**src/rtl/uart_mem_loader.sv**
```systemverilog
// uart_mem_loader
//   Buffers word writes from the debug UART program stream in a small FIFO and
//   commits them, in order, to the instruction or data memory write port.
//   Tracks session word count, checksum and dropped-word overflow, holds
//   loader_busy while a session is open or words remain buffered, and pulses
//   load_done once the session is fully committed.
//
// Ports
//   clk, rst_n                     clock, synchronous active-low reset
//   uart_write_enable/addr/data    one-cycle word write from the debug unit
//   uart_complete                  one-cycle end-of-transfer pulse
//   imem_we/addr/wdata, imem_ready instruction memory write port + handshake
//   dmem_we/addr/wdata, dmem_ready data memory write port + handshake
//   loader_busy                    session open or FIFO non-empty (CPU stall)
//   load_done                      one-cycle pulse: session fully committed
//   word_count, checksum           accepted words / sum of accepted data
//   overflow_err                   sticky: a word was dropped this session
module uart_mem_loader #(
    parameter int ADDR_WIDTH = 15,
    parameter int DATA_WIDTH = 32,
    parameter int FIFO_DEPTH = 4
) (
    input  logic                  clk,
    input  logic                  rst_n,
    input  logic                  uart_write_enable,
    input  logic [ADDR_WIDTH-1:0] uart_addr,
    input  logic [DATA_WIDTH-1:0] uart_data,
    input  logic                  uart_complete,
    output logic                  imem_we,
    output logic [ADDR_WIDTH-2:0] imem_addr,
    output logic [DATA_WIDTH-1:0] imem_wdata,
    input  logic                  imem_ready,
    output logic                  dmem_we,
    output logic [ADDR_WIDTH-2:0] dmem_addr,
    output logic [DATA_WIDTH-1:0] dmem_wdata,
    input  logic                  dmem_ready,
    output logic                  loader_busy,
    output logic                  load_done,
    output logic [15:0]           word_count,
    output logic [DATA_WIDTH-1:0] checksum,
    output logic                  overflow_err
);
    localparam int PW = $clog2(FIFO_DEPTH);
    localparam logic [PW:0] FULL_CNT = (PW+1)'(FIFO_DEPTH);

    typedef struct packed {
        logic [ADDR_WIDTH-1:0] addr;
        logic [DATA_WIDTH-1:0] data;
    } entry_t;

    typedef enum logic [1:0] {IDLE, LOAD, DRAIN, DONE} state_t;

    state_t        state;
    entry_t        mem [FIFO_DEPTH];
    logic [PW-1:0] rd_ptr, wr_ptr;
    logic [PW:0]   count;

    logic   empty, full, pop, push, head_dmem;
    entry_t head;

    assign empty     = (count == '0);
    assign full      = (count == FULL_CNT);
    assign head      = mem[rd_ptr];
    assign head_dmem = head.addr[ADDR_WIDTH-1];

    // Port drive comes only from FIFO registers, so a push is visible the
    // cycle after its edge and never combinationally from the UART inputs.
    assign imem_we    = !empty && !head_dmem;
    assign dmem_we    = !empty &&  head_dmem;
    assign imem_addr  = imem_we ? head.addr[ADDR_WIDTH-2:0] : '0;
    assign imem_wdata = imem_we ? head.data : '0;
    assign dmem_addr  = dmem_we ? head.addr[ADDR_WIDTH-2:0] : '0;
    assign dmem_wdata = dmem_we ? head.data : '0;

    assign pop  = (imem_we && imem_ready) || (dmem_we && dmem_ready);
    // A full FIFO still takes a word when the head leaves in the same cycle.
    // Writes arriving during the DONE cycle are not part of any session.
    assign push = uart_write_enable && (state != DONE) && (!full || pop);

    assign loader_busy = (state == LOAD) || (state == DRAIN) || !empty;

    // Storage needs no reset: occupancy gates every read.
    always_ff @(posedge clk) begin
        if (push) mem[wr_ptr] <= '{addr: uart_addr, data: uart_data};
    end

    always_ff @(posedge clk) begin
        if (!rst_n) begin
            state        <= IDLE;
            rd_ptr       <= '0;
            wr_ptr       <= '0;
            count        <= '0;
            load_done    <= 1'b0;
            word_count   <= '0;
            checksum     <= '0;
            overflow_err <= 1'b0;
        end else begin
            load_done <= 1'b0;
            if (push) wr_ptr <= wr_ptr + 1'b1;
            if (pop)  rd_ptr <= rd_ptr + 1'b1;
            case ({push, pop})
                2'b10:   count <= count + 1'b1;
                2'b01:   count <= count - 1'b1;
                default: count <= count;
            endcase

            case (state)
                IDLE: begin
                    // First word opens the session and restarts the stats.
                    if (uart_write_enable) begin
                        state        <= LOAD;
                        word_count   <= 16'd1;
                        checksum     <= uart_data;
                        overflow_err <= 1'b0;
                    end
                end
                LOAD, DRAIN: begin
                    if (push) begin
                        word_count <= word_count + 16'd1;
                        checksum   <= checksum + uart_data;
                    end else if (uart_write_enable) begin
                        overflow_err <= 1'b1;
                    end
                    if (state == LOAD && uart_complete) begin
                        state <= DRAIN;
                    end else if (state == DRAIN && empty && !push) begin
                        state     <= DONE;
                        load_done <= 1'b1;
                    end
                end
                DONE:    state <= IDLE;
                default: state <= IDLE;
            endcase
        end
    end
endmodule

```
**config.mk**
```make
export PLATFORM = sky130hd
export DESIGN_NAME = uart_mem_loader
export DESIGN_NICKNAME = d
export VERILOG_FILES = /design/src/rtl/uart_mem_loader.sv
export SDC_FILE = /design/constraint.sdc
export NUM_CORES = 1
export LEC_CHECK = 0
export CAP_MARGIN = 20
export CORE_AREA = 2 2 145 147
export CTS_BUF_LIST = sky130_fd_sc_hd__clkbuf_4 sky130_fd_sc_hd__clkbuf_8
export DETAILED_ROUTE_END_ITERATION = 12
export DIE_AREA = 0 0 147 149
export HOLD_SLACK_MARGIN = 0.12
export PLACE_DENSITY = 0.95
export SLEW_MARGIN = 20
export SYNTH_ARGS = -nofsm -noshare
export SYNTH_HDL_FRONTEND = slang
export SYNTH_SLANG_ARGS = --single-unit
```
**constraint.sdc**
```tcl
create_clock -name clk -period 9.1 [get_ports clk]
set_input_delay 1.82 -clock clk [delete_from_list [all_inputs] [get_ports clk]]
set_output_delay 1.82 -clock clk [all_outputs]
set_load 0.01 [all_outputs]
```
* Word-level counts from Yosys, hierarchy flattened
Memories as Yosys holds them, arrays and structs flattened. A register that Yosys moved wholly into a read port is not among the register bits. Cells that the tools add are included.
Storage, ports and cells: bits in writable memories 188, input port bits 53, memories 1, word-level logic and storage cells 79, register bits 59
Cells by class: bitwise logic cells 2, reductions and logical operators 26, eq/ne operators 12, $add $sub $neg 6, multiplexer cells 24
Memories:
- mem | depth 4, bits a word 47, read ports 1, clocked after memory_dff 1, write ports 1, line 54 | entry_t mem [FIFO_DEPTH];
Operator list (count):
- $mux W32 | 4
- $pmux W32 S2 | 1
- $add A32 B32 Y32 | 1
- $mux W16 | 2
- $pmux W16 S2 | 1
- $mux W14 | 2
- $add A16 B1 Y16 const B | 1
- $mux W2 | 5
- $ne A2 B2 Y1 const B | 5
- $logic_and A1 B1 Y1 | 9
- $eq A2 B2 Y1 const B | 3
- $mux W1 | 6
- $pmux W2 S3 | 1
- $pmux W3 S2 | 1
- $add A2 B1 Y2 const B | 2
- $eq A2 B1 Y1 const B | 2
- $logic_not A1 Y1 | 4
- $logic_or A1 B1 Y1 | 4
- $reduce_and A4 Y1 | 1
- $reduce_bool A2 Y1 | 2
- $add A3 B1 Y3 const B | 1
- $eq A3 B3 Y1 const B | 1
- $logic_not A3 Y1 | 1
- $ne A3 B3 Y1 const B | 1
- 8 further kinds | 9

* Depth between registers and ports, before layout
word-level depth 12, gate-level depth with buffers 11

* Least setup slack after synthesis
OpenSTA, ideal clock, no wires.
path kind in2reg, from in uart_data[0], to reg checksum[30], path slack 5.108 ns, data required time 9.026 ns, library setup time 0.074 ns, arrival 3.918 ns, stages on the path 10, buffers on the path 0, cell sequence ha_1 -> fa_1 -> a21o_1 -> a311oi_1 -> o21ba_2 -> nor3_1 -> o22ai_1 -> o21ai_0 -> or3_1 -> a31oi_1
On the way: cells in the longest elaborated chain, start to end 3
Ends and longest elaborated chain:
- from (decl) | line 27 | input logic [DATA_WIDTH-1:0] uart_data,
- $add A32 B32 Y32 | line 120 | checksum <= checksum + uart_data;
- $mux W32 | line 118 | if (push) begin
- $pmux W32 S2 | line 107 | case (state)
- to (signal assigned) | line 113 | checksum <= uart_data;
- to (signal assigned) | line 120
- to (decl) | line 40 | output logic [DATA_WIDTH-1:0] checksum,
Every way passes these cells. The select of a mux whose other input is x is not followed. A chain may end at the register's enable or synchronous reset.

==> run_summary.xml <==
<?xml version="1.0" encoding="UTF-8"?>
<metrics>
  <group name="outcome">
    <metric name="status" unit="">finished, final reports clean</metric>
  </group>
  <group name="route">
    <metric name="drt-total-wl" unit="um">28000</metric>
    <metric name="number_of_remaining_drc_errors" unit="">0</metric>
    <metric name="antenna_violating_nets_post_route" unit="">0</metric>
    <metric name="detailedRoute.firstPassIterationCount" unit="">5</metric>
    <metric name="route.detailed.vias_per_inst" unit="">5.92</metric>
    <metric name="route.vias.total" unit="">8500</metric>
    <metric name="post_drt_wl_per_cell" unit="um">19.5</metric>
    <metric name="first_iter_violations" unit="">693</metric>
  </group>
  <group name="cts">
    <metric name="numClockSinks" unit="">249</metric>
    <metric name="cts_max_path_buffers" unit="">3</metric>
    <metric name="post_cts_resized" unit="">0</metric>
    <metric name="clk_pin_slew" unit="ns">0.06</metric>
    <metric name="cts.htree.levels" unit="">2</metric>
    <metric name="tritoncts" unit="">done</metric>
    <metric name="cts_hold_repair.buffers" unit="">0</metric>
    <metric name="cts_root_buffer" unit="">sky130_fd_sc_hd__clkbuf_8</metric>
    <metric name="postCtsSetupRepairBufs" unit="">0</metric>
    <metric name="cts_inserted_buffers" unit="">38</metric>
    <metric name="clkLatencyLatePin" unit="ns">0.53</metric>
  </group>
  <group name="timing">
    <metric name="setup_violations" unit="">0</metric>
    <metric name="worst_tran_pin_value" unit="ns">1.02</metric>
    <metric name="layout_min_cycle_time" unit="ns">5.63</metric>
    <metric name="maxSlewHeadroom" unit="%">31.9</metric>
    <metric name="grt_setup_unrepaired" unit="">false</metric>
    <metric name="slew_violations" unit="">0</metric>
    <metric name="sum_of_negative_setup_slack" unit="ns">0</metric>
    <metric name="final_min_period_over_clock_period" unit="%">61.8</metric>
    <metric name="clock_skew" unit="ns">0.0128</metric>
    <metric name="hold_viol" unit="">0</metric>
    <metric name="fmax" unit="MHz">178</metric>
  </group>
  <group name="floorplanning">
    <metric name="die_width" unit="um">147</metric>
    <metric name="placeableCoreArea" unit="mm2">0.0206</metric>
    <metric name="dieArea" unit="mm2">0.0219</metric>
    <metric name="die_y" unit="um">149</metric>
    <metric name="starting_utilization_of_the_core_area" unit="%">58.2</metric>
    <metric name="rows" unit="">53</metric>
    <metric name="io_pins" unit="">198</metric>
  </group>
  <group name="synthesis">
    <metric name="netlist.top_cell.by_area" unit="">sky130_fd_sc_hd__edfxtp_1</metric>
    <metric name="synth-main-ff-cell" unit="">sky130_fd_sc_hd__edfxtp_1</metric>
    <metric name="yosys.area.top_type_share" unit="%">47.2</metric>
    <metric name="synth.yosys.seq_area_share" unit="%">57.4</metric>
    <metric name="synth.ff_latch_count" unit="">249</metric>
    <metric name="ys_top_cells_by_count" unit="">188 x sky130_fd_sc_hd__edfxtp_1, 66 x sky130_fd_sc_hd__nor2_1, 61 x sky130_fd_sc_hd__dfxtp_1, 56 x sky130_fd_sc_hd__and3_1, 51 x sky130_fd_sc_hd__and2_1</metric>
    <metric name="ys_types" unit="">56</metric>
    <metric name="post_synth_main_area_contributors" unit="">sky130_fd_sc_hd__edfxtp_1 47%, sky130_fd_sc_hd__dfxtp_1 10%, sky130_fd_sc_hd__mux4_2 8.8%</metric>
    <metric name="syn-cell-area" unit="mm2">0.0120</metric>
    <metric name="synthesized_netlist_net_count" unit="">1033</metric>
    <metric name="postSynthCellCount" unit="">938</metric>
    <metric name="synth_enable_flop_cells" unit="">188</metric>
    <metric name="synthesized_area_divided_by_synthesized_cell_count" unit="um2">12.8</metric>
    <metric name="synth_warnings" unit="">0</metric>
    <metric name="synthArstFlopShare" unit="%">0</metric>
    <metric name="most_instantiated_library_cell_after_synthesis" unit="">sky130_fd_sc_hd__edfxtp_1</metric>
  </group>
  <group name="worst_setup_path">
    <metric name="timing.setup.critical_path_class" unit="">flip-flop to primary output</metric>
    <metric name="worstReg2RegEnd" unit="">word_count[15]</metric>
    <metric name="critical_path_arrival" unit="ns">3.81</metric>
    <metric name="register_to_register_setup_slack" unit="ns">4.88</metric>
    <metric name="worst-endpoint-required" unit="ns">7.28</metric>
    <metric name="rr_worst_depth" unit="">9</metric>
    <metric name="worst_setup_path_endpoint" unit="">imem_wdata[6]</metric>
    <metric name="worstSetupStartpointType" unit="">flip-flop</metric>
    <metric name="worst_setup_path_end_kind" unit="">primary output</metric>
    <metric name="crit_path_max_fanout" unit="">50</metric>
  </group>
  <group name="power_and_ir_drop">
    <metric name="maximum_vdd_ir_drop" unit="uV">177</metric>
    <metric name="part_of_the_power_in_combinational_logic" unit="%">47.5</metric>
    <metric name="design_power_total" unit="mW">4.80</metric>
    <metric name="static-leakage-power" unit="nW">5.44</metric>
    <metric name="clock_power_share" unit="%">19.9</metric>
    <metric name="pwr_density_cell" unit="mW/mm2">321</metric>
    <metric name="p_int" unit="mW">3.03</metric>
    <metric name="net-switching-power" unit="mW">1.77</metric>
    <metric name="sw_frac_of_total" unit="%">36.8</metric>
    <metric name="share_seq_of_total_power" unit="%">32.5</metric>
  </group>
  <group name="global_route">
    <metric name="grt.total_usage" unit="%">25.5</metric>
    <metric name="global_route_wire_length_before_repair" unit="um">43800</metric>
    <metric name="number_of_global_route_vias_before_repair" unit="">8209</metric>
    <metric name="globalRoute.totalOverflow" unit="">0</metric>
    <metric name="grt_start_max_net_pins" unit="">51</metric>
    <metric name="initial_antenna_violation_count" unit="">1</metric>
  </group>
  <group name="final_layout">
    <metric name="layout-area-overhead-vs-synth" unit="%">25.1</metric>
    <metric name="filler_cell_count" unit="">1329</metric>
    <metric name="drive_gt1_share" unit="%">12.6</metric>
    <metric name="nNetsFinal" unit="">1228</metric>
    <metric name="antenna_cells" unit="">0</metric>
  </group>
  <group name="job">
    <metric name="number_of_violations_of_the_max_capacitance_limit" unit="">0</metric>
  </group>
  <group name="placed_design">
    <metric name="hpwl_after_detailed_placement" unit="um">18900</metric>
    <metric name="place.gp.congestion" unit="">0.962</metric>
    <metric name="io_buffers" unit="">197</metric>
  </group>
  <group name="hold_path">
    <metric name="min_path_type" unit="">flip-flop to flip-flop</metric>
  </group>
</metrics>
-- layer usage --
layer	vias up	routed length [um]	track usage, %	part of all wire, %
li1	3962	-	-	-
met1	4132	11700	34.4	42
met2	339	13600	42.9	48
met3	65	1990	4.46	7.1
met4	2	731	7.74	2.6
met5	-	13	0	0.046
-- area by class of cell --
| cell class | instances | area (um2) | share of cell area [%] |
|---|---|---|---|
| clock inverter | 17 | 138 | 0.920 |
| sequential | 249 | 6870 | 45.9 |
| tap | 275 | 344 | 2.30 |
| clock buffer | 52 | 653 | 4.36 |
| timing repair buffer | 207 | 2050 | 13.7 |
| inverter | 20 | 75.1 | 0.502 |
| multi-input combinational | 617 | 4840 | 32.3 |
-- critical path: stages (launching register included) --
cell and delay (ns):
sky130_fd_sc_hd__dfxtp_4 0.96, sky130_fd_sc_hd__mux4_2 0.97, sky130_fd_sc_hd__nor2_2 0.18, sky130_fd_sc_hd__buf_4 0.36
sky130_fd_sc_hd__and2_1 0.22, sky130_fd_sc_hd__clkdlybuf4s50_1 0.55
-- metrics by stage --
step	cell area, um2	hold WS, ns	utilization, %	worst slack, ns	instances
6_report	15000	0.502	72.8	3.47	1437
5_1_grt	15000	0.530	72.8	3.16	1437
4_1_cts	15000	0.499	72.8	3.41	1437
3_5_place_dp	14200	0.479	68.9	3.97	1368
3_3_place_gp	14200	0.470	68.9	4.12	1368
2_1_floorplan	12000	0.469	-	5.11	938
-- how the worst min path moves through the flow --
stage                 start            to  slack, ns  cells past startpoint
6_report        checksum[2]   checksum[2]       0.50                      2
5_1_grt         checksum[2]   checksum[2]       0.53                      2
4_1_cts         checksum[2]   checksum[2]       0.50                      2
3_5_place_dp   overflow_err  overflow_err       0.48                      2
3_3_place_gp   overflow_err  overflow_err       0.47                      2
2_1_floorplan     wr_ptr[1]     wr_ptr[1]       0.47                      2
-- sequential cells by signal, indices dropped and copies added (netlist names), named ones only --
name          count
mem             188
overflow_err      1
count             3
word_count       16
wr_ptr            2
rd_ptr            2
checksum         32
load_done         1
state             2
-- cells in the final DEF (no fill, tap or decap), types with 5 or more instances in the layout --
cell type	count
sky130_fd_sc_hd__a211oi_1	12
sky130_fd_sc_hd__a21o_1	15
sky130_fd_sc_hd__a21oi_1	49
sky130_fd_sc_hd__a31oi_1	21
sky130_fd_sc_hd__and2_1	47
sky130_fd_sc_hd__and3_1	56
sky130_fd_sc_hd__buf_4	10
sky130_fd_sc_hd__clkbuf_4	10
sky130_fd_sc_hd__clkbuf_8	42
sky130_fd_sc_hd__clkdlybuf4s50_1	197
sky130_fd_sc_hd__clkinv_2	9
sky130_fd_sc_hd__dfxtp_1	59
sky130_fd_sc_hd__edfxtp_1	188
sky130_fd_sc_hd__ha_1	39
sky130_fd_sc_hd__inv_1	19
sky130_fd_sc_hd__mux2i_1	20
sky130_fd_sc_hd__mux4_2	47
sky130_fd_sc_hd__nand2_1	42
sky130_fd_sc_hd__nand2b_1	8
sky130_fd_sc_hd__nand3_1	15
sky130_fd_sc_hd__nand4_1	8
sky130_fd_sc_hd__nor2_1	65
sky130_fd_sc_hd__nor3_1	15
sky130_fd_sc_hd__nor4b_1	6
sky130_fd_sc_hd__o21ai_0	41
sky130_fd_sc_hd__o22ai_1	5
sky130_fd_sc_hd__xnor2_1	23
sky130_fd_sc_hd__xor2_1	17
-- logic make-up after synthesis --
kind of cell,Yosys count,synth area share (%)
compound gates,173,9.00
xor+xnor,40,2.93
fa+ha+maj,42,4.52
buf+inv,72,2.35
flops,249,57.4
mux,69,10.7
simple gates,293,13.1
-- power by group through the flow --
stage / Sequential, mW / Combinational, mW / Clock, mW
6_report: 1.56 / 2.28 / 0.955
4_1_cts: 1.56 / 2.27 / 0.970
3_3_place_gp: 1.57 / 2.19 / 0
3_5_place_dp: 1.58 / 2.26 / 0
2_1_floorplan: 1.54 / 1.45 / 0
5_1_grt: 1.59 / 2.48 / 1.02
(Power assumes the default switching activity.)
